<file path="src/rtl/auto_gain_ctrl_pkg.sv">
// Shared types and constants for the automatic gain controller.
// Imported by the controller top and its leading-one encoder.
package auto_gain_ctrl_pkg;

  localparam int DATA_W      = 48;
  localparam int OUT_W       = 16;
  localparam int OUT_MAG_MSB = 14;
  localparam int COEFF_W     = 6;
  localparam int IDX_W       = 6;

  typedef enum logic [1:0] {
    S_ACC = 2'd0,
    S_LOD = 2'd1,
    S_DEC = 2'd2
  } agc_state_e;

  function automatic logic [DATA_W-1:0] umax(
    input logic [DATA_W-1:0] a,
    input logic [DATA_W-1:0] b
  );
    return (a > b) ? a : b;
  endfunction

endpackage

</file>
<file path="src/rtl/auto_gain_ctrl_lead_one_48.sv">
// Combinational priority encoder: index of the highest set bit
// of a 48-bit word, plus a flag for the all-zero word.
module lead_one_48
  import auto_gain_ctrl_pkg::*;
(
  input  logic [DATA_W-1:0] data_i,
  output logic [IDX_W-1:0]  idx_o,
  output logic              zero_o
);

  // Scan upward so the last (highest) set bit wins.
  always_comb begin
    idx_o  = '0;
    zero_o = ~|data_i;
    for (int i = 0; i < DATA_W; i++) begin
      if (data_i[i]) idx_o = IDX_W'(i);
    end
  end

endmodule

</file>
<file path="src/rtl/auto_gain_ctrl.sv">
// Windowed peak tracker that picks the gain-stage bit-window shift:
// fast attack, slow hysteretic decay, manual override.
module auto_gain_ctrl
  import auto_gain_ctrl_pkg::*;
#(
  parameter int BITWIDTH   = 7,
  parameter int FFT_POINT  = 512,
  parameter int AVG_FRAMES = 4,
  parameter int HEADROOM   = 1,
  parameter int HYST       = 2,
  parameter int INIT_COEFF = 16,
  parameter int MAX_COEFF  = 32
) (
  input  logic                  clk,
  input  logic                  rst,
  input  logic                  en_sync_in,
  input  logic [BITWIDTH+1:0]   cnt_sync_in,
  input  logic [DATA_W-1:0]     max_in,
  input  logic                  man_en,
  input  logic [COEFF_W-1:0]    man_coeff,
  output logic [OUT_W-1:0]      scaled_coeff,
  output logic                  coeff_valid,
  output logic                  clip_flag,
  output logic [DATA_W-1:0]     win_peak
);

  localparam int FW = (AVG_FRAMES > 1) ? $clog2(AVG_FRAMES) : 1;
  localparam logic [BITWIDTH+1:0] LAST_BIN =
    (BITWIDTH+2)'(FFT_POINT - 1);
  localparam logic [FW-1:0] LAST_FRM = FW'(AVG_FRAMES - 1);
  localparam logic [COEFF_W-1:0] MAXC  = COEFF_W'(MAX_COEFF);
  localparam logic [COEFF_W-1:0] INITC = COEFF_W'(INIT_COEFF);
  localparam logic [COEFF_W-1:0] HYSTC = COEFF_W'(HYST);
  localparam logic signed [7:0] OFS  = 8'(HEADROOM - OUT_MAG_MSB);
  localparam logic signed [7:0] MAXS = 8'(MAX_COEFF);

  logic [DATA_W-1:0]  peak_q, win_q, pk_max;
  logic [FW-1:0]      frm_q;
  logic [COEFF_W-1:0] coeff_q, tgt_q, tgt_d, next_d, man_sat;
  logic               valid_q, clip_q;
  agc_state_e         st_q;
  logic               fe, we;
  logic [IDX_W-1:0]   lo_idx;
  logic               lo_zero;
  logic signed [7:0]  t_raw;

  assign fe     = en_sync_in && (cnt_sync_in == LAST_BIN);
  assign we     = fe && (frm_q == LAST_FRM);
  assign pk_max = umax(peak_q, max_in);

  lead_one_48 u_lod (
    .data_i (win_q),
    .idx_o  (lo_idx),
    .zero_o (lo_zero)
  );

  // Target shift from the leading-one position, clamped to range.
  always_comb begin
    t_raw = $signed({2'b00, lo_idx}) + OFS;
    tgt_d = '0;
    if (lo_zero || t_raw < 0) tgt_d = '0;
    else if (t_raw > MAXS)    tgt_d = MAXC;
    else                      tgt_d = t_raw[COEFF_W-1:0];
  end

  // Attack jumps straight up; decay steps down only past hysteresis.
  always_comb begin
    next_d  = coeff_q;
    man_sat = (man_coeff > MAXC) ? MAXC : man_coeff;
    if (tgt_q > coeff_q)
      next_d = tgt_q;
    else if ((coeff_q - tgt_q) >= HYSTC)
      next_d = coeff_q - 1'b1;
  end

  // Running window peak and frame counting on valid beats only.
  always_ff @(posedge clk or posedge rst) begin
    if (rst) begin
      peak_q <= '0;
      win_q  <= '0;
      frm_q  <= '0;
    end else if (en_sync_in) begin
      peak_q <= we ? '0 : pk_max;
      if (we) win_q <= pk_max;
      if (fe) frm_q <= (frm_q == LAST_FRM) ? '0 : frm_q + 1'b1;
    end
  end

  // Evaluation FSM with registered coefficient and status pulses.
  always_ff @(posedge clk or posedge rst) begin
    if (rst) begin
      st_q    <= S_ACC;
      tgt_q   <= '0;
      coeff_q <= INITC;
      valid_q <= 1'b0;
      clip_q  <= 1'b0;
    end else begin
      valid_q <= 1'b0;
      clip_q  <= 1'b0;
      unique case (st_q)
        S_ACC: if (we) st_q <= S_LOD;
        S_LOD: begin
          tgt_q <= tgt_d;
          st_q  <= S_DEC;
        end
        S_DEC: begin
          st_q <= S_ACC;
          if (!man_en) begin
            coeff_q <= next_d;
            valid_q <= 1'b1;
            clip_q  <= tgt_q > coeff_q;
          end
        end
        default: st_q <= S_ACC;
      endcase
      if (man_en) coeff_q <= man_sat;
    end
  end

  assign scaled_coeff = {(OUT_W-COEFF_W)'(0), coeff_q};
  assign coeff_valid  = valid_q;
  assign clip_flag    = clip_q;
  assign win_peak     = win_q;

endmodule

</file>
<file path="config.mk">
export PLATFORM = sky130hd
export DESIGN_NAME = auto_gain_ctrl
export DESIGN_NICKNAME = d
export VERILOG_FILES = /design/src/rtl/auto_gain_ctrl_pkg.sv /design/src/rtl/auto_gain_ctrl_lead_one_48.sv /design/src/rtl/auto_gain_ctrl.sv
export SDC_FILE = /design/constraint.sdc
export NUM_CORES = 1
export LEC_CHECK = 0
export ABC_AREA = 1
export ABC_CLOCK_PERIOD_IN_PS = 3300
export BUFFER_PORTS_ARGS = -buffer_cell sky130_fd_sc_hd__buf_2
export CAP_MARGIN = 30
export CORE_MARGIN = 8
export CORE_UTILIZATION = 53
export CTS_BUF_LIST = sky130_fd_sc_hd__clkbuf_8
export CTS_CLUSTER_DIAMETER = 30
export DETAILED_ROUTE_END_ITERATION = 16
export PLACE_DENSITY_LB_ADDON = 0.1
export SYNTH_ARGS = -nofsm -noshare
export SYNTH_HDL_FRONTEND = slang
export SYNTH_SLANG_ARGS = --single-unit
</file>
<file path="constraint.sdc">
create_clock -name clk -period 3.3 [get_ports clk]
set_input_delay 0.33 -clock clk [delete_from_list [all_inputs] [get_ports clk]]
set_output_delay 0.33 -clock clk [all_outputs]
set_load 0.1 [all_outputs]
</file>
==> results.md <==
* Initial Util at a little over half
* Yosys reg bits at 114
* Layout area overhead at 42.3%
* Worst Tran Pin Value at ~0.73 ns
* Final wirelength at just over 20 mm
* Hold_ws at roughly 0.10 ns
* Distinct cells, synth at 46
* Worst IR Drop VDD at 0.562 mV
* Starting DRT DRC Count at about 390
* Syn Inst Count at 945
* Clock sink total at about 110
* Antenna violations before repair at 0
* Fill cells at ~960
* Vias per inst at ~5.2
* Num CTS Buffers at 17
* Crit-path most repeated cell: nand2_1
* Worst hold path class: primary input to register
* DP HPWL at 13.2 mm
* Total Nets Final at roughly 1300
* Mux contribution to synthesized area at less than 1%
* Most used flip-flop cell after synthesis: dfrtp_1
* Final cell utilization of the core at 77.0%
* P_leak at approximately 5.4 nW
* Violated checks: negative setup slack
* PnR worst setup slack at -0.665 ns
* CTS tree: yes
* Die area at between 15000 and 20000 µm²
* Delay-heaviest family, CP: simple AND/OR/NAND/NOR gates
* RSZ-0062 raised after global routing: true
* Ratio of final minimum period to clock period at 120%
* Tot Pwr at between 0.006 and 0.007 W
* Final setup fails at 6
* Die Wd at about 130 µm
* Compound-Gate Fraction of Synth Area at between 10% and 20%
* GPL Wtd Cong at 0.825
* # IOs at around 130
* Number of global-route vias before repair at about 7100
* Diode count at 0
* Critical Path AT at approximately 4.3 ns
* Clock slew at reported path FFs at approximately 0.070 ns
* Yosys warning total at 0
* Core footprint at 13200 µm²
* Max Slew Vio Count at 0
* Port Buf Inserts at around 120
* Placed cell count at 1265
* Worst setup path class: register to register
* Most frequent cells in the layout: nand2_1 (188), inv_1 (163), buf_2 (122)
* Root Driver: clkbuf_8
* Drt first pass iters at 5
* Largest net degree at the start of global routing at 99
* Power per Cell Area at ~670 nW/µm²
* Avg Inst Size Synth at about 7.6 µm²
* Die Y at between 100 and 150 µm
* Crit path largest cell delay at 0.40 ns
* Number of synthesized flops with an enable pin at 0
* Post-synthesis sequential area ratio at about 40%
* Congestion Overflow GR at 0
* H-tree Lvls at 4
* Largest family of logic cells by synthesized area: simple AND/OR/NAND/NOR gates
* First-pass GRT wire length at ~34 mm
* Crit path time final at between 3 and 4 ns
* Adder-cell area share of the yosys netlist at between 10% and 20%
* Layout Cells excl Fill at ~1300
* Proportion of layout cells with a drive suffix above 1 at 35.9%
* Async SR Flop Fraction at 100%
* Critical path peak fanout at 3
* Slowest-stage cell, CP: dfrtp_2
* GRT Overall Usage at a little under a quarter
* Req. time, crit path at between 3 and 4 ns
* Layout Skew at approximately 0.011 ns
* DRC Markers at 0
* Commonest non-fill, non-tap cell in the layout: nand2_1
* Hold Vio Cnt, Final at 0
* Cell Rows at 42
* Startpoint Class: register
* MaxCap Viol Count at 0
* Worst slew margin at between 50% and 60%
* Via count at slightly below 7000
* Worst setup EP type: register
* Bufs and invs on worst path at 2
* Status: complete, but fails checks
* Routed Antenna Nets at 0
* Syn Std Cell Area at 7170 µm²
* Clock buffer depth at 2
* Simple-gate area share of the yosys netlist at between 10% and 20%
* Avg WL per Cell at 15.5 µm
* Fmax achieved at approximately 0.25 GHz
* Clk_lat worst skew at roughly 0.44 ns
* Xor and xnor area share after synthesis at 1.22%
-- final cells by class --
type | instances | area (µm²) | area share (%)
Multi-Input combinational cell | 626 | 4470 | 43.8
Sequential cell | 114 | 2870 | 28.1
Tap cell | 176 | 220 | 2.16
Inverter | 173 | 697 | 6.83
Clock inverter | 8 | 61.3 | 0.601
Timing Repair Buffer | 207 | 1570 | 15.3
Clock buffer | 23 | 317 | 3.10
-- cell usage after synthesis, types with 3 or more instances --
cell type  number  area share, %
o211ai_1        4           0.42
o21ai_0        14           0.98
nand4_1        10           0.87
nand3_1        13           0.91
nor4_1          5           0.44
buf_4          10            1.0
clkbuf_1       27            1.4
buf_2           4           0.28
o22ai_1        48            4.2
dfrtp_1       113             39
a31oi_1         5           0.44
bufinv_8        3           0.73
o21ai_1        98            6.8
nor2_1         47            2.5
inv_1         163            8.5
a21oi_1        28            2.0
a211oi_1        3           0.31
nor3_1          6           0.42
nand2_1       235             12
nand2_2         9           0.79
xnor2_1         6           0.73
inv_2           7           0.37
ha_1           58             10
xor2_1          4           0.49
-- stage by stage --
| step | TNS (ns) | worst slack (ns) | area, µm² |
|---|---|---|---|
| final | -3.36 | -0.665 | 10200 |
| after global routing | -10.65 | -1.31 | 10200 |
| after CTS | -13.16 | -0.602 | 9890 |
| after detailed placement | -31.43 | -0.609 | 8380 |
| after global placement | -26.98 | -0.534 | 8380 |
| after floorplan | -3.22 | -0.701 | 7240 |
-- where the power goes --
| part | internal (W) | switching (W) |
|---|---|---|
| logic | 0.00167 | 0.00193 |
| clock network | 0.000698 | 0.000561 |
| registers | 0.00166 | 0.000320 |
-- cell families (layout without fill, tap and decap cells) --
family          count (synthesis)  in the layout
simple gates                  333            333
buf+inv                       214            411
compound gates                213            213
flops                         114            114
fa+ha+maj                      59             59
xor+xnor                       10             10
other cells                     1             10
mux                             1              1
-- timing repair --
item | in CTS | in global routing
endpoints found under the setup margin | 102 | 102
pin swaps | 21 | 13
cloned | 8 | 0
hold buffers | 1 | 0
hold endpoints to repair | 28 | 0
setup buffers | 20 | 6
gates resized for setup | 177 | 62
-- registers in the layout, indices dropped and copies added (netlist names) --
signal	flops
tgt_q	6
clip_flag	1
win_peak	48
coeff_q	6
peak_q	48
st_q	2
coeff_valid	1
frm_q	2
-- per-layer routing --
metal	up-vias	wire length, µm	GRT usage (%)
met4	0	347	8.52
met3	31	1150	5.53
met1	3284	8560	27.9
met2	182	10500	40.3
met5	-	0	0
li1	3461	-	-
-- final timing paths --
kind	startpoint	end	slack (ns)	depth (start not counted)
hold reg to reg	st_q[0]$_DFFE_PP0P_	st_q[0]$_DFFE_PP0P_	0.45	1
hold / removal	man_en	coeff_valid$_DFF_PP0_	0.10	2
min in group asynchronous	rst	win_peak[19]$_DFFE_PP0P_	0.54	3
setup / recovery	win_peak[2]$_DFFE_PP0P_	tgt_q[1]$_DFFE_PP0N_	-0.67	58
setup reg to reg	win_peak[2]$_DFFE_PP0P_	tgt_q[1]$_DFFE_PP0N_	-0.67	58
max in group asynchronous	rst	peak_q[36]$_DFFE_PP0P_	1.88	4
Note: power is estimated with default switching activity, not from simulation.
